<file path="config.mk">
export PLATFORM = sky130hd
export DESIGN_NAME = quiz_ctrl
export DESIGN_NICKNAME = d
export VERILOG_FILES = /design/src/rtl/quiz_pkg.sv /design/src/rtl/quiz_alu.sv /design/src/rtl/quiz_ctrl.sv
export SDC_FILE = /design/constraint.sdc
export NUM_CORES = 1
export LEC_CHECK = 0
export CAP_MARGIN = 20
export CORE_MARGIN = 2
export CORE_UTILIZATION = 61
export CTS_BUF_LIST = sky130_fd_sc_hd__clkbuf_2
export DETAILED_ROUTE_END_ITERATION = 8
export PLACE_DENSITY = 0.88
export SLEW_MARGIN = 20
export SYNTH_ARGS = -nofsm -noshare
export SYNTH_HDL_FRONTEND = slang
export SYNTH_HIERARCHICAL = 1
export SYNTH_SLANG_ARGS = --single-unit
</file>
<file path="constraint.sdc">
create_clock -name clk -period 16 [get_ports clk]
set_input_delay 1.6 -clock clk [delete_from_list [all_inputs] [get_ports clk]]
set_output_delay 1.6 -clock clk [all_outputs]
set_load 0.02 [all_outputs]
</file>
<file path="src/rtl/quiz_pkg.sv">
// quiz_pkg: shared types and helpers for the arithmetic quiz round sequencer.
// Holds op codes, the sequencer state enum, verdict encodings and the
// saturating score / non-underflowing lives helpers.
package quiz_pkg;

  localparam logic [3:0] OP_ADD = 4'hA;
  localparam logic [3:0] OP_SUB = 4'hB;
  localparam logic [3:0] OP_MUL = 4'hC;
  localparam logic [3:0] OP_DIV = 4'hD;

  typedef enum logic [2:0] {
    ST_IDLE   = 3'd0,
    ST_LOAD   = 3'd1,
    ST_ASK    = 3'd2,
    ST_CHECK  = 3'd3,
    ST_RESULT = 3'd4,
    ST_OVER   = 3'd5
  } state_t;

  typedef enum logic [1:0] {
    VERDICT_NONE    = 2'd0,
    VERDICT_CORRECT = 2'd1,
    VERDICT_WRONG   = 2'd2,
    VERDICT_TIMEOUT = 2'd3
  } verdict_t;

  // Add a small increment to the score, clamping at the configured maximum.
  function automatic logic [6:0] sat_add(input logic [6:0] base,
                                         input logic [1:0] inc,
                                         input logic [6:0] max_val);
    logic [7:0] sum;
    sum = {1'b0, base} + {6'b000000, inc};
    if (sum > {1'b0, max_val}) begin
      return max_val;
    end else begin
      return sum[6:0];
    end
  endfunction

  // Take one life away, never wrapping below zero.
  function automatic logic [1:0] lives_dec(input logic [1:0] cur);
    if (cur == 2'd0) begin
      return 2'd0;
    end else begin
      return cur - 2'd1;
    end
  endfunction

endpackage

</file>
<file path="src/rtl/quiz_alu.sv">
// quiz_alu: combinational expected-result unit.
// Decodes {num1, op, num2} and produces the 7-bit unsigned result. 'valid'
// drops for unknown ops or a zero operand, so such questions can never be
// answered correctly.
module quiz_alu
  import quiz_pkg::*;
(
  input  logic [11:0] expr,
  output logic [6:0]  result,
  output logic        valid
);

  logic [6:0] n1;
  logic [6:0] n2;
  logic [3:0] op;

  assign n1 = {3'b000, expr[11:8]};
  assign op = expr[7:4];
  assign n2 = {3'b000, expr[3:0]};

  // Evaluate the expression and qualify it.
  always_comb begin
    result = 7'd0;
    valid  = 1'b0;
    case (op)
      OP_ADD: begin
        result = n1 + n2;
        valid  = 1'b1;
      end
      OP_SUB: begin
        result = n1 - n2;
        valid  = 1'b1;
      end
      OP_MUL: begin
        result = n1 * n2;
        valid  = 1'b1;
      end
      OP_DIV: begin
        // Zero divisor is already judged invalid below; keep the divider defined.
        if (n2 != 7'd0) begin
          result = n1 / n2;
        end else begin
          result = 7'd0;
        end
        valid = 1'b1;
      end
      default: begin
        result = 7'd0;
        valid  = 1'b0;
      end
    endcase
    if ((n1 == 7'd0) || (n2 == 7'd0)) begin
      valid = 1'b0;
    end else begin
      valid = valid;
    end
  end

endmodule

</file>
<file path="src/rtl/quiz_ctrl.sv">
// quiz_ctrl: round sequencer for the arithmetic quiz game.
// Latches one expression per round, counts down the answer window, judges
// the answer against quiz_alu and maintains score / lives.
// Optional feature macro: QUIZ_STREAK_BONUS_EN -- every third consecutive
// correct answer scores +2 instead of +1.
module quiz_ctrl
  import quiz_pkg::*;
#(
  parameter logic [15:0] TIME_LIMIT  = 16'd5000,
  parameter logic [7:0]  RESULT_HOLD = 8'd50,
  parameter logic [1:0]  LIVES       = 2'd3,
  parameter logic [6:0]  SCORE_MAX   = 7'd99
) (
  input  logic        clk,
  input  logic        rst,
  input  logic        start,
  input  logic [11:0] exp_in,
  input  logic [1:0]  line_in,
  input  logic [6:0]  ans,
  input  logic        ans_valid,
  output logic [6:0]  score,
  output logic [11:0] q_exp,
  output logic [1:0]  q_line,
  output logic [15:0] time_left,
  output logic [1:0]  lives,
  output logic [1:0]  verdict,
  output logic        game_over
);

  state_t     state;
  logic [7:0] hold_cnt;
  logic [6:0] ans_latched;
  logic [6:0] alu_result;
  logic       alu_valid;
`ifdef QUIZ_STREAK_BONUS_EN
  logic [1:0] streak;
`endif

  quiz_alu u_alu (
    .expr   (q_exp),
    .result (alu_result),
    .valid  (alu_valid)
  );

  // Round sequencer: state, countdown, judging and all registered outputs.
  always_ff @(posedge clk) begin
    if (rst) begin
      state       <= ST_IDLE;
      score       <= 7'd0;
      q_exp       <= 12'd0;
      q_line      <= 2'd0;
      time_left   <= 16'd0;
      lives       <= 2'd0;
      verdict     <= VERDICT_NONE;
      game_over   <= 1'b0;
      hold_cnt    <= 8'd0;
      ans_latched <= 7'd0;
`ifdef QUIZ_STREAK_BONUS_EN
      streak      <= 2'd0;
`endif
    end else begin
      case (state)
        ST_IDLE, ST_OVER: begin
          if (start) begin
            state     <= ST_LOAD;
            score     <= 7'd0;
            lives     <= LIVES;
            game_over <= 1'b0;
`ifdef QUIZ_STREAK_BONUS_EN
            streak    <= 2'd0;
`endif
          end else begin
            state <= state;
          end
        end
        ST_LOAD: begin
          q_exp     <= exp_in;
          q_line    <= line_in;
          time_left <= TIME_LIMIT;
          verdict   <= VERDICT_NONE;
          state     <= ST_ASK;
        end
        ST_ASK: begin
          // A strobe on the last countdown cycle still counts as an answer.
          if (ans_valid) begin
            ans_latched <= ans;
            time_left   <= 16'd0;
            state       <= ST_CHECK;
          end else if (time_left <= 16'd1) begin
            time_left <= 16'd0;
            verdict   <= VERDICT_TIMEOUT;
            lives     <= lives_dec(lives);
            hold_cnt  <= RESULT_HOLD - 8'd1;
            state     <= ST_RESULT;
`ifdef QUIZ_STREAK_BONUS_EN
            streak    <= 2'd0;
`endif
          end else begin
            time_left <= time_left - 16'd1;
          end
        end
        ST_CHECK: begin
          if (alu_valid && (ans_latched == alu_result)) begin
            verdict <= VERDICT_CORRECT;
`ifdef QUIZ_STREAK_BONUS_EN
            if (streak == 2'd2) begin
              score  <= sat_add(score, 2'd2, SCORE_MAX);
              streak <= 2'd0;
            end else begin
              score  <= sat_add(score, 2'd1, SCORE_MAX);
              streak <= streak + 2'd1;
            end
`else
            score <= sat_add(score, 2'd1, SCORE_MAX);
`endif
          end else begin
            verdict <= VERDICT_WRONG;
            lives   <= lives_dec(lives);
`ifdef QUIZ_STREAK_BONUS_EN
            streak  <= 2'd0;
`endif
          end
          hold_cnt <= RESULT_HOLD - 8'd1;
          state    <= ST_RESULT;
        end
        ST_RESULT: begin
          if (hold_cnt == 8'd0) begin
            if (lives == 2'd0) begin
              state     <= ST_OVER;
              game_over <= 1'b1;
            end else begin
              state <= ST_LOAD;
            end
          end else begin
            hold_cnt <= hold_cnt - 8'd1;
          end
        end
        default: begin
          state <= ST_IDLE;
        end
      endcase
    end
  end

endmodule

</file>
# After elaboration in Yosys (flattened, before gate mapping)
# Index checks and enable logic that the tools add are counted.
# W data, S select, Z words.
totals:
  regBits: 60
  input_bits: 25
  output_inout_bits: 42
  word_cells: 97
op_classes:
  n_addsub: 6
  mul: 1
  div_mod_pow: 1
  magnitude_cmp: 2
  eq_ne: 19
  n_mux: 35
  reduce_logical: 23
op_table:
  columns: ["op", "count"]
  rows:
  - ["$mux W16", 2]
  - ["$pmux W16 S2", 1]
  - ["$mux W7", 4]
  - ["$pmux W7 S4", 1]
  - ["$mux W8", 3]
  - ["$pmux W8 S3", 1]
  - ["$eq A4 B4 Y1 const B", 4]
  - ["$le A16 B1 Y1 const B", 1]
  - ["$mux W2", 8]
  - ["$ne A2 B2 Y1 const B", 8]
  - ["$sub A16 B1 Y16 const B", 1]
  - ["$mux W3", 5]
  - ["$pmux W3 S5", 1]
  - ["$logic_not A7 Y1", 2]
  - ["$pmux W7 S2", 1]
  - ["$pmux W2 S3", 2]
  - ["$reduce_and A3 Y1", 3]
  - ["$reduce_bool A3 Y1", 3]
  - ["$add A7 B1 Y8 const B", 1]
  - ["$gt A8 B7 Y1 const B", 1]
  - ["$logic_not A8 Y1", 1]
  - ["$reduce_and A4 Y1", 2]
  - ["$sub A8 B1 Y8 const B", 1]
  - ["$div A4 B4 Y7", 1]
  - ["other kinds (21)", 29]

# Depth between registers and ports, before layout
logic_depth:
  depth_word: 7
  depth_mapped: 40
  depth_no_buf: 39

# Hierarchy
# Netlist, hierarchy kept.
modules_own_cells:
  columns: ["mod", "instances", "cells_each", "area_per_inst_um2", "seq_area_each_um2"]
  rows:
  - ["quiz_ctrl", 1, 368, 3051.7, 1201.2]
  - ["quiz_alu", 1, 236, 1766.7, 0.0]

# Worst setup path before layout
# Ideal clock, no wire load.
synth_timing:
  path_type: "reg2reg"
  startpoint: "register q_exp[0]"
  endpoint: "register score[4]"
  setup_ps: 120
  arrival_time_ps: 7549
  required_time_ps: 15880
  slack_ps: 8331
  path_stages_with_launch: 38
  n_path_buf: 1
  synth_period_minus_slack_ps: 7669
  path_cell_list: "dfxtp_1 > inv_1 > ha_1 > o21a_1 > o21ai_1 > and2b_4 > nor3_1 > ha_1 > o21ai_0 > o211ai_1 > a21oi_1 > mux2i_1 > ha_1 > o21a_1 > or3_1 > a31o_1 > a21oi_4 > mux2i_1 > (+2 left out) > o21ai_2 > nand2b_1 > a21oi_1 > nor2b_1 > nand3_1 > a21oi_1 > ha_1 > o21ai_0 > a21boi_0 > o21ai_0 > nand3b_1 > o41a_1 > xnor2_1 > and4_1 > and3_1 > clkbuf_1 > nor2_1 > a211o_1"
synth_between:
  elab_chain_len: 7
  word_cells_on_any_way: 14
  cone_classes: "add/sub: 2; mul: 1; div: 1; eq/ne: 2; mux: 3; reduce/logical: 5"
synth_lines:
  columns: ["item", "line_no", "source"]
  rows:
  - ["start: declaration", "quiz_ctrl.sv:22", "output logic [11:0] q_exp,"]
  - ["start signal: assignment", "quiz_ctrl.sv:77", "q_exp <= exp_in;"]
  - ["$div A4 B4 Y7 or $reduce_bool A7 Y1 (tied branches)", "quiz_alu.sv:41, quiz_alu.sv:40", null]
  - ["$mux W7", "quiz_alu.sv:40", "if (n2 != 7'd0) begin"]
  - ["$pmux W7 S4 (*)", "quiz_alu.sv:25", "case (op)"]
  - ["via alu_result[0]", "quiz_ctrl.sv:33", "logic [6:0] alu_result;"]
  - ["$eq A7 B7 Y1 (*)", "quiz_ctrl.sv:103", "if (alu_valid && (ans_latched == alu_result)) begin"]
  - ["$logic_and A1 B1 Y1 (*)", "quiz_ctrl.sv:103", null]
  - ["$ne A2 B2 Y1 (no line) (*)", null, null]
  - ["$reduce_and A3 Y1 (no line) (*)", null, null]
  - ["end signal: assignment", "quiz_ctrl.sv:114", "score <= sat_add(score, 2'd1, SCORE_MAX);"]
  - ["end: declaration", "quiz_ctrl.sv:21", "output logic [6:0] score,"]
# The timed path passes the listed nets; every way through them passes the cells marked *.
# A chain may end at the register's enable or synchronous reset.

# Worst setup path after layout
layout_timing:
  startpoint: "register q_exp[0]"
  endpoint: "register score[3]"
# Same word-level chain as after synthesis.

==> tab_implementation.tex <==
\begin{tabular}{lr}
\hline
Metric & Value \\
\hline
\multicolumn{2}{l}{\textbf{Finish}} \\
\quad Signed area change from the synthesized netlist to the final layout & 16.26\% \\
\quad Final design utilization & 0.7287 \\
\quad N\_diodes & 0 \\
\quad Fraction of final layout cells sized beyond drive strength 1 & 0.06716 \\
\quad Final Net Count & 743 \\
\multicolumn{2}{l}{\textbf{STA}} \\
\quad Final hold viol count & 0 \\
\quad Largest clock skew in the final design & 36.97 ps \\
\quad Post-route setup TNS & 0 ps \\
\quad Transition time of the tightest slew-check pin & 829.5 ps \\
\quad Post-route minimum period & 8595 ps \\
\quad Max Transition Viols Final & 0 \\
\quad Post-Route Hold Slack & 479.9 ps \\
\quad RSZ-0062 raised after global routing & no \\
\quad Worst slew margin relative to its limit & 0.4470 \\
\quad Highest clock rate & 116.3 MHz \\
\quad Setup violation total in the final timing report & 0 \\
\quad Portion of the clock cycle consumed by the worst path in the final layout & 0.5372 \\
\multicolumn{2}{l}{\textbf{Clock tree}} \\
\quad CTS Buffer Depth & 2 \\
\quad Clock edge transition at the registers on the reported setup and hold paths & 180 ps \\
\quad Setup Fix Bufs, Post-CTS & 0 \\
\quad Clock Root Buffer & clkbuf\_2 \\
\quad Number of buffers created by CTS & 9 \\
\quad Cells resized by post-CTS repair & 0 \\
\quad Number of clock sinks seen by CTS & 60 \\
\quad CTS H-tree lvls & 3 \\
\quad Clk Latency, worst-skew pair & 480 ps \\
\quad Post-CTS Hold Fix Bufs & 0 \\
\quad TritonCTS clock tree & built \\
\multicolumn{2}{l}{\textbf{Placement}} \\
\quad Total half-perimeter wirelength after legalization and detailed placement & 9579 µm \\
\quad Number of buffers inserted by port buffering & 66 \\
\quad Gp weighted congestion & 1.024 \\
\multicolumn{2}{l}{\textbf{Routing}} \\
\quad Post-DR wirelength/cell & 16.39 µm \\
\quad DRT Wirelength & 12660 µm \\
\quad Count of nets left with antenna violations after detail routing & 0 \\
\quad DR vias & 4782 \\
\quad Detailed Routing Iterations Pass 1 & 5 \\
\quad Count of routing violations after the opening detailed-route iteration & 226 \\
\quad Via density & 6.194 \\
\quad Remaining DRCs & 0 \\
\multicolumn{2}{l}{\textbf{Setup path}} \\
\quad Startpoint of the lowest-slack register-to-register path & q\_exp[0] \\
\quad Number of cell instances on the worst register-to-register path & 36 \\
\quad Setup slack on the worst flop-to-flop path & 7410 ps \\
\quad Setup CP Type & reg -> reg \\
\quad Worst path max stage delay & 540 ps \\
\quad Arrival @ worst endpoint & 9030 ps \\
\quad Top cell family by delay on the critical path & compound AO/OA/AOI/OAI gates \\
\quad CP Buf/Inv Count & 1 \\
\quad Slowest CP cell & dfxtp\_1 \\
\quad Startpoint kind of the worst setup timing path & flip-flop \\
\quad Nature of the critical path endpoint & flip-flop \\
\quad Critical path data required time & 16430 ps \\
\quad Highest net fanout along the worst path & 9 \\
\quad FF-to-FF End & score[3] \\
\quad Most used cell along the critical path & ha\_1 \\
\multicolumn{2}{l}{\textbf{Floorplan}} \\
\quad Initial core utilization & 0.6268 \\
\quad Ports placed on the boundary & 67 \\
\quad Horiz. Die Dim & 92.88 µm \\
\quad Row count & 32 \\
\quad Core region area & 0.007687 mm² \\
\quad Die Footprint & 0.008626 mm² \\
\quad Vertical die dimension & 92.88 µm \\
\multicolumn{2}{l}{\textbf{Min path}} \\
\quad Beginning of the worst hold path & q\_line[1] \\
\quad Hold Path Sink & q\_line[1] \\
\quad Classification of the worst-slack hold path & reg -> reg \\
\quad Instance count along the most critical hold path & 2 \\
\multicolumn{2}{l}{\textbf{Logic synthesis}} \\
\quad Share of synthesized area occupied by flip-flops and latches & 0.2493 \\
\quad Synth top area cells & dfxtp\_1 (25\%), ha\_1 (12\%), a21oi\_1 (5.8\%) \\
\quad Synth Register Bits & 60 \\
\quad Biggest area consumer among synthesized cells & dfxtp\_1 \\
\quad Top\_reg\_cell synth & dfxtp\_1 \\
\quad Mean instance size in the synthesized netlist & 7.977 µm² \\
\quad Distinct cell type count of the synthesized netlist & 80 \\
\quad Warning count from the yosys run & 6 \\
\quad Fraction of registers with async set or reset after synthesis & 0 \\
\quad Post-synthesis instance total & 604 \\
\quad Mapped cell area & 0.004818 mm² \\
\quad Share of the synthesized area in the top cell type & 0.2493 \\
\quad Count of flip-flops with a built-in enable after synthesis & 0 \\
\multicolumn{2}{l}{\textbf{Global route}} \\
\quad Overflow left after global routing & 0 \\
\quad Pin count of the biggest net entering global routing & 44 \\
\quad Global-route total usage across every layer & 0.2959 \\
\quad Wire length of the first global-routing pass & 20980 µm \\
\quad Number of antenna violations at the first check in global routing & 0 \\
\quad Number of global-route vias before repair & 4690 \\
\multicolumn{2}{l}{\textbf{Status}} \\
\quad Outcome & finished, final reports clean \\
\multicolumn{2}{l}{\textbf{Run}} \\
\quad Max-cap violation count & 0 \\
\hline
\end{tabular}
## through the flow
stage	worst slack, ps	cell area (µm²)	cells
detailed placement	7545	5494	756
finish	7405	5602	772
CTS	7513	5599	772
global route	6807	5602	772
global placement	8046	5494	756
floorplan	8331	4826	606
## cells in the mapped netlist, drive strengths merged (6+ instances only)
| cell | count |
|---|---|
| a21oi | 58 |
| or3 | 6 |
| o21ai | 23 |
| or2 | 6 |
| a21o | 6 |
| a211oi | 9 |
| nor3 | 16 |
| nand2 | 72 |
| nor2 | 56 |
| a31oi | 8 |
| inv | 40 |
| ha | 47 |
| xnor2 | 18 |
| fa | 6 |
| o31ai | 7 |
| nor4 | 14 |
| nand2b | 11 |
| nand3 | 15 |
| dfxtp | 60 |
| o21a | 7 |
| xor2 | 14 |
| clkbuf | 13 |
| nor2b | 8 |
## how the worst max path moves through the flow
stage / startpoint / endpoint / slack, ps / cells after the start
after CTS: q_exp[0] / score[2] / 7510 / 36
after detailed placement: q_exp[0] / score[2] / 7540 / 36
after global routing: q_exp[0] / score[3] / 6810 / 36
after global placement: q_exp[0] / score[4] / 8050 / 36
after floorplan: q_exp[0] / score[4] / 8330 / 37
final: q_exp[0] / score[3] / 7410 / 36
## worst register-to-register path, delay by kind of cell (launching register included)
kind | cells | cell delay, ps
AO/OA/AOI/OAI | 17 | 3710
XOR/XNOR | 1 | 130
adder cells (fa/ha/maj) | 5 | 1570
buffers and inverters | 1 | 220
flip-flops | 1 | 540
multiplexers | 2 | 560
AND/OR/NAND/NOR | 10 | 1850
## cells in the final DEF (no fill, tap or decap), types with 14 or more instances in the layout
| cell | Yosys | final |
|---|---|---|
| o21ai_0 | 17 | 17 |
| nand3_1 | 15 | 15 |
| xor2_1 | 14 | 14 |
| clkdlybuf4s50_1 | 0 | 66 |
| dfxtp_1 | 60 | 60 |
| nor2_1 | 56 | 55 |
| a21oi_1 | 56 | 56 |
| inv_1 | 40 | 40 |
| nor3_1 | 15 | 15 |
| nand2_1 | 72 | 72 |
| xnor2_1 | 18 | 18 |
| ha_1 | 47 | 47 |
## layout make-up
cell class	count	area, µm²
Inverter	40	150.1
Clock inverter	6	55.05
Sequential cell	60	1201
Tap cell	102	127.6
Timing Repair Buffer	67	668.1
Multi-Input combinational cell	487	3349
Clock buffer	10	50.05
Fill cell	605	2086
## registers in the layout, indices dropped and copies added, names as in the netlist
register     flops
verdict          2
lives            2
score            7
game_over        1
ans_latched      7
q_line           2
state            3
time_left       16
q_exp           12
hold_cnt         8
## cell families (layout without fill, tap and decap cells)
family	Yosys count	after routing	share of synthesized area
AND/OR/NAND/NOR	232	232	0.2480
AO/OA/AOI/OAI	159	159	0.2199
flip-flops	60	60	0.2493
buffers and inverters	59	123	0.05765
adder cells (fa/ha/maj)	53	53	0.1470
XOR/XNOR	32	32	0.05817
multiplexers	8	8	0.01922
other	1	3	0.0007783
## metal layers
layer	part of all wire	global-route usage	vias up	wire length, µm
met1	0.42	0.3520	2248	5288
met5	0	0	-	0
met3	0.067	0.04963	29	850
met2	0.49	0.5278	205	6189
met4	0.026	0.1164	0	327
li1	-	-	2300	-
Power is left out: the tool's default activity adds up to more than one toggle a clock period on the data nets, which glitch-free logic cannot reach.
